$ cat src/rtl/wt_dcache_port_sched_pkg.sv
// Shared types for the write-through dcache port scheduler: FSM states, port selection
// and the request payload presented to the dcache.
package wt_dcache_port_sched_pkg;

    localparam int WT_ADDR_W = 32;
    localparam int WT_DATA_W = 32;
    localparam int WT_BE_W   = WT_DATA_W / 8;

    typedef enum logic [1:0] {
        ARB,
        DRAIN_NI,
        DRAIN_FENCE,
        FENCE_WAIT
    } sched_state_e;

    typedef enum logic [1:0] {
        SEL_NONE,
        SEL_LD,
        SEL_ST
    } port_sel_e;

    typedef struct packed {
        logic                 we;
        logic [WT_ADDR_W-1:0] addr;
        logic [WT_DATA_W-1:0] wdata;
        logic [WT_BE_W-1:0]   be;
    } mem_port_req_t;

endpackage

$ cat src/rtl/wt_store_credit_cnt.sv
// Outstanding-store credit counter: +1 per store grant, -1 per write-ack,
// with limit/zero flags and a sticky flag for an ack arriving with nothing outstanding.
module wt_store_credit_cnt #(
    parameter int MAX_CNT = 7,
    parameter int CNT_W   = $clog2(MAX_CNT + 1)
) (
    input  logic             clk,
    input  logic             rst,
    input  logic             inc,
    input  logic             dec,
    output logic [CNT_W-1:0] count,
    output logic             at_limit,
    output logic             is_zero,
    output logic             underflow_err
);

    // A simultaneous grant and ack cancel out; an unpaired ack at zero is an error.
    always_ff @(posedge clk) begin
        if (rst) begin
            count         <= '0;
            underflow_err <= 1'b0;
        end else if (inc && !dec) begin
            count <= count + 1'b1;
        end else if (dec && !inc) begin
            if (count != '0) begin
                count <= count - 1'b1;
            end else begin
                underflow_err <= 1'b1;
            end
        end
    end

    assign at_limit = (count == CNT_W'(MAX_CNT));
    assign is_zero  = (count == '0);

endmodule

$ cat src/rtl/wt_dcache_port_sched.sv
// Arbitrates the single write-through dcache port between the load unit and the store
// write buffer, enforcing store credits, non-idempotent load ordering and fence draining.
module wt_dcache_port_sched
    import wt_dcache_port_sched_pkg::*;
#(
    parameter int  ADDR_W         = WT_ADDR_W,
    parameter int  DATA_W         = WT_DATA_W,
    parameter int  MAX_OUT_STORES = 7,
    parameter int  STARVE_LIMIT   = 4,
    localparam int BE_W           = DATA_W / 8,
    localparam int CNT_W          = $clog2(MAX_OUT_STORES + 1)
) (
    input  logic              clk_i,
    input  logic              rst_i,
    input  logic              ld_req_i,
    input  logic [ADDR_W-1:0] ld_addr_i,
    input  logic              ld_nonidem_i,
    output logic              ld_gnt_o,
    input  logic              st_req_i,
    input  logic [ADDR_W-1:0] st_addr_i,
    input  logic [DATA_W-1:0] st_wdata_i,
    input  logic [BE_W-1:0]   st_be_i,
    output logic              st_gnt_o,
    input  logic              fence_i,
    output logic              fence_done_o,
    output logic              mem_req_o,
    output logic              mem_we_o,
    output logic [ADDR_W-1:0] mem_addr_o,
    output logic [DATA_W-1:0] mem_wdata_o,
    output logic [BE_W-1:0]   mem_be_o,
    input  logic              mem_gnt_i,
    input  logic              mem_wack_i,
    output logic [CNT_W-1:0]  out_stores_o,
    output logic              wack_err_o
);

    localparam int STARVE_W = $clog2(STARVE_LIMIT + 1);

    sched_state_e         state, state_next;
    port_sel_e            sel, lock_sel;
    mem_port_req_t        req, lock_req;
    logic [STARVE_W-1:0]  starve;
    logic                 starve_full;
    logic                 st_elig, ld_elig;
    logic                 at_limit, is_zero;
    logic                 fence_done;

    wt_store_credit_cnt #(
        .MAX_CNT(MAX_OUT_STORES),
        .CNT_W  (CNT_W)
    ) u_credit (
        .clk          (clk_i),
        .rst          (rst_i),
        .inc          (st_gnt_o),
        .dec          (mem_wack_i),
        .count        (out_stores_o),
        .at_limit     (at_limit),
        .is_zero      (is_zero),
        .underflow_err(wack_err_o)
    );

    assign starve_full = (starve == STARVE_W'(STARVE_LIMIT));

    // A presented-but-ungranted request owns the port; a pending fence blocks new selections in ARB.
    always_comb begin
        st_elig = st_req_i && !at_limit && (state != DRAIN_FENCE);
        ld_elig = ld_req_i && (!ld_nonidem_i || is_zero) && (state == ARB);
        sel     = SEL_NONE;
        if (rst_i) begin
            sel = SEL_NONE;
        end else if (lock_sel != SEL_NONE) begin
            sel = lock_sel;
        end else if ((state == ARB) && fence_i) begin
            sel = SEL_NONE;
        end else if (ld_elig && !(starve_full && st_elig)) begin
            sel = SEL_LD;
        end else if (st_elig) begin
            sel = SEL_ST;
        end
    end

    always_comb begin
        req = '0;
        if ((sel != SEL_NONE) && (lock_sel != SEL_NONE)) begin
            req = lock_req;
        end else if (sel == SEL_LD) begin
            req.addr = ld_addr_i;
        end else if (sel == SEL_ST) begin
            req.we    = 1'b1;
            req.addr  = st_addr_i;
            req.wdata = st_wdata_i;
            req.be    = st_be_i;
        end
    end

    assign mem_req_o    = (sel != SEL_NONE);
    assign mem_we_o     = req.we;
    assign mem_addr_o   = req.addr;
    assign mem_wdata_o  = req.wdata;
    assign mem_be_o     = req.be;
    assign ld_gnt_o     = mem_gnt_i && (sel == SEL_LD);
    assign st_gnt_o     = mem_gnt_i && (sel == SEL_ST);
    assign fence_done_o = fence_done && !rst_i;

    always_comb begin
        state_next = state;
        fence_done = 1'b0;
        case (state)
            ARB: begin
                if (lock_sel == SEL_NONE) begin
                    if (fence_i) begin
                        state_next = DRAIN_FENCE;
                    end else if (ld_req_i && ld_nonidem_i && !is_zero) begin
                        state_next = DRAIN_NI;
                    end
                end
            end
            DRAIN_NI: begin
                if (is_zero) begin
                    state_next = ARB;
                end
            end
            DRAIN_FENCE: begin
                if (is_zero) begin
                    fence_done = 1'b1;
                    state_next = FENCE_WAIT;
                end
            end
            FENCE_WAIT: begin
                if (!fence_i) begin
                    state_next = ARB;
                end
            end
            default: state_next = ARB;
        endcase
    end

    always_ff @(posedge clk_i) begin
        if (rst_i) begin
            state    <= ARB;
            lock_sel <= SEL_NONE;
            lock_req <= '0;
            starve   <= '0;
        end else begin
            state <= state_next;
            if (sel != SEL_NONE) begin
                if (mem_gnt_i) begin
                    lock_sel <= SEL_NONE;
                end else begin
                    lock_sel <= sel;
                    lock_req <= req;
                end
            end
            // Starvation only accumulates while a store is actually waiting.
            if (st_gnt_o || !st_req_i) begin
                starve <= '0;
            end else if (ld_gnt_o && !starve_full) begin
                starve <= starve + 1'b1;
            end
        end
    end

endmodule
$ cat config.mk
export PLATFORM = sky130hd
export DESIGN_NAME = wt_dcache_port_sched
export DESIGN_NICKNAME = d
export VERILOG_FILES = /design/src/rtl/wt_dcache_port_sched_pkg.sv /design/src/rtl/wt_store_credit_cnt.sv /design/src/rtl/wt_dcache_port_sched.sv
export SDC_FILE = /design/constraint.sdc
export NUM_CORES = 1
export LEC_CHECK = 0
export CELL_PAD_IN_SITES_DETAIL_PLACEMENT = 1
export CELL_PAD_IN_SITES_GLOBAL_PLACEMENT = 2
export CORE_AREA = 5 5 136 138
export DETAILED_ROUTE_END_ITERATION = 12
export DIE_AREA = 0 0 141 143
export GPL_ROUTABILITY_DRIVEN = 0
export HOLD_SLACK_MARGIN = 0.1
export PLACE_DENSITY = 0.85
export SLEW_MARGIN = 20
export SYNTH_ARGS = -nofsm -noshare
export SYNTH_HDL_FRONTEND = slang
export SYNTH_SLANG_ARGS = --single-unit
$ cat constraint.sdc
create_clock -name clk_i -period 7.2 [get_ports clk_i]
set_input_delay 1.44 -clock clk_i [delete_from_list [all_inputs] [get_ports clk_i]]
set_output_delay 1.44 -clock clk_i [all_outputs]
set_load 0.005 [all_outputs]
==> flow_metrics.py <==
metrics = {
    "timing": {
        "maxSlewHeadroom": 0.348,
        "worstMarginPinSlew_ns": 0.976,
        "skew_ns": 0.00591,
        "period_needed_ns": 5.99,
        "drv_slew": 0,
        "max_freq_mhz": 167,
        "tns_ns": 0,
        "hold_viol": 0,
        "fin_crit_sh": 0.831,
        "rsz0062_at_grt": "no",
        "setup_viol": 0,
    },
    "cells_and_area": {
        "n_antenna_cell": 0,
        "final_cell_mix": "clkdlybuf4s50_1 (183), dfxtp_1 (80), a22o_1 (72), nand3_1 (63), nor2_1 (42)",
        "final_nets": 755,
        "fin_cells": 872,
        "synthToLayoutAreaGrowth_pct": 48.2,
        "drive_above_1_share": 0.0804,
        "layout_commonest_cell": "clkdlybuf4s50_1",
    },
    "placed_design": {
        "dp.cells": 856,
        "portBuffers": 184,
        "dp_hpwl_mm": 12.1,
    },
    "floorplanning": {
        "fp.dieH_microns": 143,
        "io_pins": 185,
        "die_area_sq_mm": 0.0202,
        "initial_core_util": 0.265,
        "die_w_microns": 141,
        "row_count": 48,
        "fp.coreArea_sq_mm": 0.0171,
    },
    "pwr": {
        "p_leak_nw": 2.44,
        "power_density_mw_per_mm2": 257,
        "clkPwrFrac": 0.295,
        "seq_power_share": 0.316,
        "p_sw_mw": 0.589,
        "comb_power_share": 0.389,
        "peakVddDrop_mv": 0.116,
        "swShare": 0.342,
        "intPower_mw": 1.14,
    },
    "logic_synthesis": {
        "yosysSeqAreaShare": 0.354,
        "avgSynthCellArea_sq_um": 9.28,
        "synth_area_sq_mm": 0.00452,
        "postSynthCellCount": 487,
        "synth_edf_count": 0,
        "ys_ff_latch": 80,
        "synth_flop_cell": "dfxtp_1",
        "async_flop_share": 0,
        "syn_nets": 600,
        "yosysWarnings": 0,
        "synth.distinct_cells": 52,
    },
    "setup_path": {
        "cpLargestDelayFamily": "compound AO/OA/AOI/OAI gates",
        "critical-path-max-stage-delay_ns": 0.79,
        "critical_path_class": "in -> out",
        "cp_data_required_time_ns": 5.76,
        "path_cells": "clkdlybuf4s50_1 > inv_1 > or4_4 > a21oi_4 > nand3_1 > a311oi_1 > clkdlybuf4s50_1",
        "crit_buf_inv": 3,
        "arrival_ns": 4.55,
        "slowest_stage": "a21oi_4",
        "path_max_fanout": 33,
        "cp-end-kind": "output port",
        "crit_path_start_kind": "input pin",
        "path_common_cell": "clkdlybuf4s50_1",
    },
    "clock_network": {
        "cts.clk_slew.worst_paths_ns": 0.06,
        "cts_root_buffer": "clkbuf_16",
        "cts_resized": 0,
        "post_cts_buffers": 0,
        "ctsHoldBuffers": 0,
        "insertion_delay_ns": 0.33,
        "htreeDepth": 3,
        "cts_sinks": 80,
        "clockBufferDepth": 2,
        "tritoncts": "yes",
        "cts_buffers": 9,
    },
    "global_route": {
        "met2_usage": 0.292,
        "antenna_found_initial": 0,
        "overflow": 0,
        "first_global_vias": 4984,
        "grt_max_degree": 51,
        "use_met1": 0.206,
        "grt_pass1_wl_mm": 27.5,
        "grt-busiest-layer": "met2",
        "grtUsageMet3": 0.0388,
        "grt_util_all_layers": 0.167,
    },
    "flow_run": {
        "cap_violations": 0,
    },
    "detailed_routing": {
        "drtIter0Drc": 139,
        "drcViolationCount": 0,
        "wirelength_mm": 17.4,
        "avgRoutedWirePerCell_microns": 19.9,
        "drtAntennaViolNets": 0,
        "drt-vias-per-instance": 5.49,
        "first_pass_iters": 4,
        "vias": 4787,
    },
    "min_path": {
        "min_path_type": "reg -> reg",
    },
    "outcome": {
        "run_status": "completed",
    },
}
## synth_stat cells, types with 2 or more instances
cell type   n  area (sq um)
a311oi_1   33           289
ha_1        4          50.1
a21o_1      3          22.5
a41oi_1     2          17.5
nor2b_1     3          18.8
a221o_1    31           310
clkbuf_8    6          82.6
and2_1     31           194
inv_1       7          26.3
a211oi_1    2          15.0
or3_2       3          22.5
nand2_1     8          30.0
nor2_1     45           169
buf_2      11          55.1
a31oi_1     2          12.5
nor4_1      2          12.5
a22o_1     72           631
and3_4      2          22.5
a21oi_1     8          40.0
buf_6      11           124
xnor2_1     2          17.5
nand3_1    63           315
nor3_1      6          30.0
nand3_2     2          20.0
a21oi_4     2          32.5
dfxtp_1    80          1600
buf_4       7          52.6
clkbuf_1   15          56.3
## final timing paths
check / start / to / slack (ns) / cells past startpoint
max reg2reg: starve[0]$_SDFFE_PP0P_ / u_credit.count[2]$_SDFFE_PP0P_ / 3.07 / 15
min: lock_req[21]$_SDFFE_PP0P_ / lock_req[21]$_SDFFE_PP0P_ / 0.48 / 1
min reg2reg: lock_req[21]$_SDFFE_PP0P_ / lock_req[21]$_SDFFE_PP0P_ / 0.48 / 1
max: st_req_i / mem_addr_o[12] / 1.21 / 7
## metrics by stage
stage          total power, mW  utilization  hold slack, ns  cell area [sq um]  worst slack (ns)
5_1_grt                   1.84        0.393           0.490               6700             0.974
4_1_cts                   1.75        0.393           0.477               6700              1.18
3_5_place_dp              1.23        0.373           0.458               6370              1.18
3_3_place_gp              1.21        0.373           0.453               6370              1.16
6_report                  1.72        0.393           0.477               6700              1.21
2_1_floorplan            0.944            -           0.443               4520              2.82
## registers in the layout, summed over array words and instances, names as in the netlist
register / cells
lock_req: 69
lock_sel: 2
starve: 3
state: 2
u_credit.count: 3
u_credit.underflow_err: 1
## kinds of logic (layout without fill, tap and decap cells)
| group | Yosys count | count (layout) | share of synthesized area |
|---|---|---|---|
| xor+xnor | 2 | 2 | 0.00388 |
| simple gates | 175 | 175 | 0.206 |
| fa+ha+maj | 5 | 5 | 0.0155 |
| buf+inv | 58 | 218 | 0.0897 |
| flops | 80 | 80 | 0.354 |
| mux | 1 | 1 | 0.00221 |
| compound gates | 166 | 166 | 0.328 |
## worst reg2reg max path, cell delays in order (launching register included)
cell and delay (ns):
dfxtp_1 0.33, inv_1 0.07, ha_1 0.21, nand2_1 0.11, or4_4 0.57, a21oi_4 0.79, buf_4 0.25, nand3_1 0.13
inv_1 0.15, ha_1 0.23, inv_1 0.07, fa_1 0.37, nor3_1 0.18, a21oi_1 0.07, or3_2 0.41, a21oi_1 0.14
## power by group through the flow
stage | Combinational (mW) | Clock, mW | Sequential, mW
finish | 0.670 | 0.509 | 0.545
CTS | 0.679 | 0.527 | 0.545
detailed placement | 0.675 | 0 | 0.554
floorplan | 0.402 | 0 | 0.543
global route | 0.736 | 0.547 | 0.552
global placement | 0.657 | 0 | 0.551
## layout make-up
type                            instances  area [sq um]
Fill cell                            1928         10400
Multi-Input combinational cell        349          2540
Timing Repair Buffer                  195          1920
Sequential cell                        80          1600
Tap cell                              225           282
Clock buffer                           10           239
Clock inverter                          6          92.6
Inverter                                7          26.3
## layer usage
layer,up-vias,routed length [microns]
met5,-,0
li1,2220,-
met2,148,8550
met1,2406,7580
met3,13,1060
met4,0,193
Power figures use the tool's default switching activity.
